--- src/rtl/l_modu_tick_sched.sv ---
// Tick scheduler: a prescaler produces a periodic TICK; four countdown channels,
// configured through a round-robin arbitrated request/ack port, pulse EXP on expiry.
module l_modu_tick_sched #(
    parameter int unsigned DIV = 50000,
    parameter int unsigned PW  = 16
) (
    input  logic            clk_i,
    input  logic            rst_i,
    input  logic            en_i,
    input  logic [3:0]      cfg_req_i,
    input  logic [4*PW-1:0] cfg_period_i,
    input  logic [3:0]      cfg_mode_i,
    output logic [3:0]      cfg_ack_o,
    output logic            tick_o,
    output logic [3:0]      exp_o,
    output logic [3:0]      busy_o
);
    localparam int unsigned NCH = 4;
    localparam int unsigned CW  = $clog2(DIV);
    localparam logic [CW-1:0] CNT_MAX = CW'(DIV - 1);

    typedef enum logic {ST_IDLE = 1'b0, ST_RUN = 1'b1} ch_state_e;

    logic [CW-1:0]  cnt_q, cnt_d;
    logic           tick_q, tick_d;
    logic [1:0]     ptr_q, ptr_d;
    logic [NCH-1:0] ack_q;
    logic [NCH-1:0] exp_q, exp_d;
    logic [NCH-1:0] mode_q, mode_d;
    ch_state_e      state_q [NCH];
    ch_state_e      state_d [NCH];
    logic [PW-1:0]  rem_q   [NCH];
    logic [PW-1:0]  rem_d   [NCH];
    logic [PW-1:0]  per_q   [NCH];
    logic [PW-1:0]  per_d   [NCH];
    logic [NCH-1:0] grant_c;
    logic           grant_vld_c;
    logic [1:0]     grant_idx_c;

    // Prescaler: wraps at DIV-1 and flags the wrap for a registered TICK.
    always_comb begin
        cnt_d  = cnt_q;
        tick_d = 1'b0;
        if (en_i) begin
            if (cnt_q == CNT_MAX) begin
                cnt_d  = '0;
                tick_d = 1'b1;
            end else begin
                cnt_d = cnt_q + CW'(1);
            end
        end
    end

    // Round-robin search from ptr_q; a requester being acked this cycle is skipped.
    always_comb begin
        logic [NCH-1:0] elig;
        logic [1:0]     idx;
        elig        = cfg_req_i & ~ack_q;
        idx         = '0;
        grant_vld_c = 1'b0;
        grant_idx_c = '0;
        grant_c     = '0;
        ptr_d       = ptr_q;
        for (int k = 0; k < NCH; k++) begin
            idx = ptr_q + 2'(k);
            if (!grant_vld_c && elig[idx]) begin
                grant_vld_c = 1'b1;
                grant_idx_c = idx;
            end
        end
        if (grant_vld_c) begin
            grant_c = 4'b0001 << grant_idx_c;
            ptr_d   = grant_idx_c + 2'd1;
        end
    end

    // Channel next state; a granted write takes priority over a coincident tick.
    always_comb begin
        exp_d  = '0;
        mode_d = mode_q;
        for (int i = 0; i < NCH; i++) begin
            state_d[i] = state_q[i];
            rem_d[i]   = rem_q[i];
            per_d[i]   = per_q[i];
            if (grant_c[i]) begin
                per_d[i]   = cfg_period_i[i*PW +: PW];
                rem_d[i]   = cfg_period_i[i*PW +: PW];
                mode_d[i]  = cfg_mode_i[i];
                state_d[i] = (cfg_period_i[i*PW +: PW] != '0) ? ST_RUN : ST_IDLE;
            end else if (tick_q && (state_q[i] == ST_RUN)) begin
                if (rem_q[i] > PW'(1)) begin
                    rem_d[i] = rem_q[i] - PW'(1);
                end else begin
                    exp_d[i] = 1'b1;
                    if (mode_q[i]) begin
                        rem_d[i] = per_q[i];
                    end else begin
                        rem_d[i]   = '0;
                        state_d[i] = ST_IDLE;
                    end
                end
            end
        end
    end

    always_ff @(posedge clk_i) begin
        if (rst_i) begin
            cnt_q  <= '0;
            tick_q <= 1'b0;
            ptr_q  <= '0;
            ack_q  <= '0;
            exp_q  <= '0;
            mode_q <= '0;
            for (int i = 0; i < NCH; i++) begin
                state_q[i] <= ST_IDLE;
                rem_q[i]   <= '0;
                per_q[i]   <= '0;
            end
        end else begin
            cnt_q  <= cnt_d;
            tick_q <= tick_d;
            ptr_q  <= ptr_d;
            ack_q  <= grant_c;
            exp_q  <= exp_d;
            mode_q <= mode_d;
            for (int i = 0; i < NCH; i++) begin
                state_q[i] <= state_d[i];
                rem_q[i]   <= rem_d[i];
                per_q[i]   <= per_d[i];
            end
        end
    end

    always_comb begin
        for (int i = 0; i < NCH; i++) begin
            busy_o[i] = (state_q[i] == ST_RUN);
        end
    end

    assign cfg_ack_o = ack_q;
    assign tick_o    = tick_q;
    assign exp_o     = exp_q;

endmodule

--- config.mk ---
export PLATFORM = sky130hd
export DESIGN_NAME = l_modu_tick_sched
export DESIGN_NICKNAME = d
export VERILOG_FILES = /design/src/rtl/l_modu_tick_sched.sv
export SDC_FILE = /design/constraint.sdc
export NUM_CORES = 1
export LEC_CHECK = 0
export CORE_MARGIN = 2
export CORE_UTILIZATION = 52
export DETAILED_ROUTE_END_ITERATION = 8
export PLACE_DENSITY = 0.82
export SLEW_MARGIN = 20
export SYNTH_ARGS = -nofsm -noshare
export SYNTH_HDL_FRONTEND = slang
export SYNTH_SLANG_ARGS = --single-unit
--- constraint.sdc ---
create_clock -name clk_i -period 2.4 [get_ports clk_i]
set_clock_uncertainty 0.05 [all_clocks]
set_input_delay 0.48 -clock clk_i [delete_from_list [all_inputs] [get_ports clk_i]]
set_output_delay 0.48 -clock clk_i [all_outputs]
set_load 0.02 [all_outputs]
==> summary.txt, run 1 <==
Setup path
  – Critical path class: flip-flop to flip-flop
  – CP Data Required Time: approximately 2.6 ns
  – Critical-path top delay cell: dfxtp_1
  – Crit path buf inv count: 1
  – CP Max Fanout: 17
  – Critical Path Start: cfg_ack_o[0]
  – Crit path cell chain: nand2b_4 -> nor2_2 -> a21oi_2 -> o32ai_2 -> a21oi_2 -> nand2_2 -> ha_1 -> nand2_1 -> buf_4 -> o21ai_0 -> a41oi_1 -> a211oi_1
  – Reg-to-Reg Start: cfg_ack_o[0]
  – Reg2reg setup slack: -0.02 ns
  – Critical path endpoint category: flip-flop
  – CP most frequent cell: a21oi_2
  – Max incr delay on CP: 0.42 ns
  – Crit path DAT: 2.65 ns
  – Top delay family on crit path: compound AO/OA/AOI/OAI gates
  – CP startpoint kind: flip-flop

Timing
  – Setup violations, final: 1
  – RSZ-0062 raised after global routing: yes
  – Worst-Margin Slew: about 0.76 ns
  – Final Cycle Share: 1.01
  – Endpoints failing hold: 0
  – Worst Slack Setup Final: -0.0196 ns
  – Tmin final: approximately 2.4 ns
  – Slew HR: 0.490
  – Achievable frequency: 413 MHz
  – Count of pins over their slew limit: 0

Final layout
  – Layout cells sized above 1: 0.142
  – Final nets: approximately 1300
  – Antenna diode count: 0
  – Most frequent cells in the layout: nand2_1, dfxtp_1, a21oi_1
  – Final cell utilization of the core: 0.683
  – Post-Layout Cell Count: 1460
  – Final Cell Area: ~11000 µm²
  – Area Growth Syn to Fin: 28.7%
  – Most common cell after layout, fill and taps aside: nand2_1

Status
  – Failing checks: negative setup slack
  – Status: finished with violations

Logic synthesis
  – Cell area after synthesis: about 8400 µm²
  – Syn_nets: about 1200
  – Flops & latches, synth: around 160
  – Post-synth ARST share: 0
  – Post-synth EDFFs: 0
  – Cell count after synthesis: 1109
  – Sequential fraction of the synthesis area: 0.387
  – Netlist cell types: 63
  – Syn Area/Cell: approximately 7.6 µm²
  – Ys Warns: 0
  – Ys flop type: dfxtp_1

Routing
  – 1st-pass router iterations: 7
  – First DRT Iteration DRCs: between 700 and 800
  – Vias/cell: 5.93
  – Wirelength, routed: 23.4 mm
  – Final ANT Viol Nets: 0
  – DR DRC count: 0
  – WL/cell: roughly 16 µm
  – Vias: slightly below 9000

Placement
  – Setup WS pre-CTS: -0.574 ns
  – Placed Instances: roughly 1400
  – Dpl cell area: around 10000 µm²
  – PortBufs: between 80 and 90
  – Final Wtd Congestion: roughly 0.94
  – Dpl hpwl: around 16 mm

Min path
  – Hold Startpoint: per_q[1][10]
  – Hold Path Class: flip-flop to flip-flop

GRT
  – Largest net degree at the start of global routing: 52
  – GR Util met2: 0.425
  – M3 GR Usage: 0.0579
  – Overall global routing resource usage: 0.259
  – Met1 usage: 0.334
  – First-pass GRT wire length: about 38 mm
  – Busiest grt layer: met2
  – Initial antenna violation count: 0
  – Overflow after GRT: 0
  – Vias in the first global route: 8038

CTS
  – Skew-Pair Late Insertion Delay: ~0.42 ns
  – Clock buffer depth: 2
  – Clk slew on worst S/H paths: ~0.06 ns
  – Clock sink count: about 160
  – Cts-stage hold buffer count: 0
  – Root buf cell: clkbuf_16
  – Htree depth: 4
  – Total CTS buffers: 17
  – CTS tree: done

Pwr
  – VDD IR max: ~0.64 mV
  – Overall Power: 14.0 mW
  – Cell area power density: approximately 1300 nW/µm²
  – Leakage: roughly 4.0 nW

Floorplanning
  – Core Box Area: 15900 µm²
  – Die area: roughly 17000 µm²
  – DIE WIDTH: ~130 µm
  – Initial Util: 0.531
  – Row count: 46
  – Die height: 131 µm
  – Top-Level Pins: 88

Run
  – Max_cap viols: 0
-- worst reg2reg max path, stage by stage (launching register included) --
cell      delay [ns]
dfxtp_1         0.42
nand2b_4        0.18
nor2_2          0.05
a21oi_2         0.13
o32ai_2         0.11
a21oi_2         0.22
nand2_2         0.12
ha_1            0.24
nand2_1         0.09
buf_4           0.22
o21ai_0         0.14
a41oi_1         0.21
a211oi_1        0.11
-- metal layers --
layer  wire length [µm]  vias to the layer above
met2              11200                      335
li1                   -                     4210
met3               1580                       45
met4                450                        0
met1              10200                     4071
met5                  0                        -
-- state kept, by name (all words and copies together) (netlist names) --
register and count:
per_q 64, rem_q 64, cnt_q 16, cfg_ack_o 4, exp_o 4, mode_q 4, state_q 4, ptr_q 2
tick_o 1
-- where the power goes --
part           leakage, nW  total [mW]  internal [mW]  switching, mW
clock                0.288        2.78           1.70           1.08
combinational         2.42        7.11           3.20           3.91
sequential            1.33        4.07           3.36          0.718
total                 4.04        14.0           8.26           5.70
-- cell usage after synthesis (6+ instances only) --
| library cell | number | area [µm²] |
|---|---|---|
| nand2_1 | 196 | 736 |
| dfxtp_1 | 163 | 3260 |
| a21oi_1 | 130 | 651 |
| nor2_1 | 114 | 428 |
| clkbuf_1 | 62 | 233 |
| o21ai_0 | 51 | 255 |
| nor4_1 | 33 | 206 |
| nor3_1 | 28 | 140 |
| a311oi_1 | 26 | 228 |
| a211oi_1 | 25 | 188 |
| nand3_1 | 24 | 120 |
| xor2_1 | 20 | 175 |
| nand4_1 | 18 | 113 |
| xnor2_1 | 17 | 149 |
| and3_1 | 16 | 100 |
| inv_1 | 16 | 60.1 |
| and2_1 | 13 | 81.3 |
| ha_1 | 13 | 163 |
| buf_2 | 9 | 45.0 |
| or3_1 | 9 | 56.3 |
| a31oi_1 | 8 | 50.1 |
| nand2b_1 | 8 | 50.1 |
| o22ai_1 | 8 | 50.1 |
| nor3b_1 | 7 | 52.6 |
| or4_1 | 7 | 52.6 |
| buf_4 | 6 | 45.0 |
-- metrics by stage --
step	TNS (ns)	hold WS, ns
after floorplan	0	0.382
after global placement	-51.81	0.387
after detailed placement	-62.77	0.392
after CTS	0	0.401
after global routing	-0.221	0.419
final	-0.0196	0.401
-- what timing repair did --
item | in CTS | in global routing
endpoints found under the setup margin | 71 | 121
buffers inserted | 2 | 7
resized for setup | 21 | 24
pin swaps | 4 | 13
cloned | 0 | 0
endpoints found under the hold margin | 0 | 0
-- worst paths after layout --
kind | depth (start not counted) | to
worst max register to register | 12 | rem_q[2][7]
worst max-delay path | 12 | rem_q[2][7]
worst min register to register | 2 | per_q[1][10]
worst min-delay path | 2 | per_q[1][10]
-- area by class of cell --
| cell class | count | area (µm²) |
|---|---|---|
| Clock buffer | 25 | 515 |
| Clock inverter | 7 | 95.1 |
| Fill cell | 1252 | 5040 |
| Inverter | 16 | 60.1 |
| Multi-Input combinational cell | 851 | 4950 |
| Sequential cell | 163 | 3260 |
| Tap cell | 216 | 270 |
| Timing Repair Buffer | 182 | 1700 |
-- cell families (layout without fill, tap and decap cells) --
| group | after synthesis | after routing | share of synthesized area |
|---|---|---|---|
| AND/OR/NAND/NOR | 500 | 500 | 0.285 |
| adder cells (fa/ha/maj) | 13 | 13 | 0.0193 |
| AO/OA/AOI/OAI | 294 | 294 | 0.216 |
| multiplexers | 7 | 7 | 0.00861 |
| XOR/XNOR | 37 | 37 | 0.0384 |
| flip-flops | 163 | 163 | 0.387 |
| buffers and inverters | 95 | 230 | 0.0463 |
Power figures use the tool's default switching activity.
==> run 2: changes to the inputs <==
Settings changed: HOLD_SLACK_MARGIN set to 0.02.
==> results of run 2 <==
The final DEF is identical to that of run 1; final timing and power are the same.
==> run 3: changes to the inputs <==
Settings changed: SETUP_SLACK_MARGIN set to 0.1, SKIP_CTS_REPAIR_TIMING set to 1.
==> summary.txt, run 3 (same netlist as run 1, synthesis figures left out) <==
Status
  – Status: complete, no violations (was finished with violations)

Floorplanning
  – Row count: 46 (unchanged)
  – Die height: 131 µm (unchanged)
  – DIE WIDTH: 131 µm (unchanged)
  – Top-Level Pins: 88 (unchanged)
  – Die area: 17300 µm² (unchanged)
  – Core Box Area: 15900 µm² (unchanged)
  – Initial Util: 0.531 (unchanged)

Timing
  – Slew HR: 0.490 (about the same)
  – Tmin final: 2.34 ns (was 2.42 ns)
  – RSZ-0062 raised after global routing: yes (unchanged)
  – Worst-Margin Slew: 0.765 ns (was 0.764 ns)
  – Setup violations, final: 0 (was 1)
  – Endpoints failing hold: 0 (unchanged)
  – Achievable frequency: 428 MHz (was 413 MHz)
  – Final Cycle Share: 0.975 (was 1.01)
  – Count of pins over their slew limit: 0 (unchanged)

Placement
  – Dpl cell area: 10000 µm² (was 9990 µm²)
  – Final Wtd Congestion: 0.901 (was 0.940)
  – PortBufs: 87 (unchanged)
  – Placed Instances: 1426 (was 1419)
  – Dpl hpwl: 15.8 mm (was 15.7 mm)

Routing
  – Final ANT Viol Nets: 0 (unchanged)
  – Vias/cell: 6.01 (was 5.93)
  – Wirelength, routed: 24.1 mm (was 23.4 mm)
  – 1st-pass router iterations: 5 (was 7)
  – WL/cell: 16.4 µm (was 16.1 µm)
  – Vias: 8829 (was 8661)
  – DR DRC count: 0 (unchanged)
  – First DRT Iteration DRCs: 937 (was 774)

Setup path
  – CP Data Required Time: 2.65 ns (was 2.63 ns)
  – CP startpoint kind: input port (was flip-flop)
  – Max incr delay on CP: 0.48 ns (was 0.42 ns)
  – Critical-path top delay cell: clkdlybuf4s50_1 (was dfxtp_1)
  – CP most frequent cell: nand2_2 (was a21oi_2)
  – Reg2reg setup slack: 0.09 ns (was -0.02 ns)
  – Crit path DAT: 2.59 ns (was 2.65 ns)
  – Crit path cell chain: clkdlybuf4s50_1 -> nor2b_4 -> o32ai_4 -> a21oi_2 -> buf_4 -> nand2_2 -> ha_4 -> nand2_4 -> nand2_2 -> a311oi_2 -> a211oi_2 (was nand2b_4 -> nor2_2 -> a21oi_2 -> o32ai_2 -> a21oi_2 -> nand2_2 -> ha_1 -> nand2_1 -> buf_4 -> o21ai_0 -> a41oi_1 -> a211oi_1)
  – Critical path endpoint category: flip-flop (unchanged)
  – CP Max Fanout: 9 (was 17)
  – Critical path class: input port to flip-flop (was flip-flop to flip-flop)

GRT
  – Vias in the first global route: 8103 (was 8038)
  – Initial antenna violation count: 0 (unchanged)
  – First-pass GRT wire length: 38.4 mm (was 37.7 mm)
  – Largest net degree at the start of global routing: 60 (was 52)
  – Overflow after GRT: 0 (unchanged)
  – Overall global routing resource usage: 0.263 (was 0.259)

Final layout
  – Most common cell after layout, fill and taps aside: nand2_1 (unchanged)
  – Antenna diode count: 0 (unchanged)
  – Largest regs: per_q x64, rem_q x64, cnt_q x16 (unchanged)
  – Final nets: 1328 (was 1319)
  – Flip-flop and latch area: 3270 µm² (was 3260 µm²)
  – Post-Layout Cell Count: 1469 (was 1460)
  – Layout cells sized above 1: 0.169 (was 0.142)
  – Footprint of the multi-input gates: 5120 µm² (was 4950 µm²)
  – Final Cell Area: 11100 µm² (was 10800 µm²)
  – Fillers: 1255 (was 1252)
  – Area Growth Syn to Fin: 31.3% (was 28.7%)
  – Most frequent cells in the layout: nand2_1, dfxtp_1, a21oi_1 (unchanged)

Pwr
  – VDD IR max: 0.704 mV (was 0.637 mV)
  – Leakage: 4.12 nW (was 4.04 nW)
  – Cell area power density: 1280 nW/µm² (was 1290 nW/µm²)

CTS
  – Clock buffer depth: 2 (unchanged)
  – Root buf cell: clkbuf_16 (unchanged)
  – Skew-Pair Late Insertion Delay: 0.43 ns (was 0.42 ns)
  – Htree depth: 4 (unchanged)
  – CTS tree: done (unchanged)
  – Total CTS buffers: 17 (unchanged)
  – Clk slew on worst S/H paths: 0.06 ns (about the same)
  – Clock sink count: 163 (unchanged)

Min path
  – Hold Path Class: flip-flop to flip-flop (unchanged)

Run
  – Max_cap viols: 0 (unchanged)
-- run 3: worst paths after layout --
kind,startpoint,end,cells after the start
setup / recovery,cfg_req_i[3],rem_q[0][5],11
hold / removal,per_q[1][13],per_q[1][13],2
setup reg to reg,cfg_ack_o[2],rem_q[3][8],8
hold reg to reg,per_q[1][13],per_q[1][13],2
-- run 3: worst max-delay path, delay by kind of cell --
family / cells / cell delay (ns)
AO/OA/AOI/OAI: 4 / 0.70
AND/OR/NAND/NOR: 4 / 0.59
buffers and inverters: 2 / 0.63
adder cells (fa/ha/maj): 1 / 0.18
-- run 3: metrics by stage --
stage | hold slack (ns) | utilization | power (mW) | setup WS, ns | TNS (ns)
after floorplan | 0.382 | - | 8.41 | 0.0936 | 0
after global placement | 0.388 | 0.631 | 10.4 | -0.562 | -58.36
after detailed placement | 0.394 | 0.631 | 10.5 | -0.659 | -68.25
after CTS | 0.380 | 0.668 | 13.3 | -0.337 | -11.28
after global routing | 0.406 | 0.697 | 15.1 | -0.00557 | -0.0109
final | 0.401 | 0.697 | 14.2 | 0.0609 | 0
-- run 3: final cells by class --
cell class / instances / area share
sequential: 163 / 0.295
clock inverter: 11 / 0.0122
timing repair buffer: 190 / 0.160
multi-input combinational: 852 / 0.462
tap: 216 / 0.0244
inverter: 16 / 0.00543
clock buffer: 21 / 0.0407
-- run 3: power breakdown --
group / leakage (nW) / total (mW) / internal (mW) / switching, mW
Clock: 0.286 / 2.72 / 1.65 / 1.07
Sequential: 1.33 / 4.10 / 3.36 / 0.738
Combinational: 2.50 / 7.38 / 3.32 / 4.06
Total: 4.11 / 14.2 / 8.33 / 5.86
-- run 3: routing by layer --
layer | GRT usage | up-vias | part of all wire
met5 | 0 | - | 0
met4 | 0.0845 | 0 | 0.021
met3 | 0.0656 | 51 | 0.066
met2 | 0.444 | 376 | 0.49
met1 | 0.332 | 4158 | 0.43
li1 | - | 4244 | -
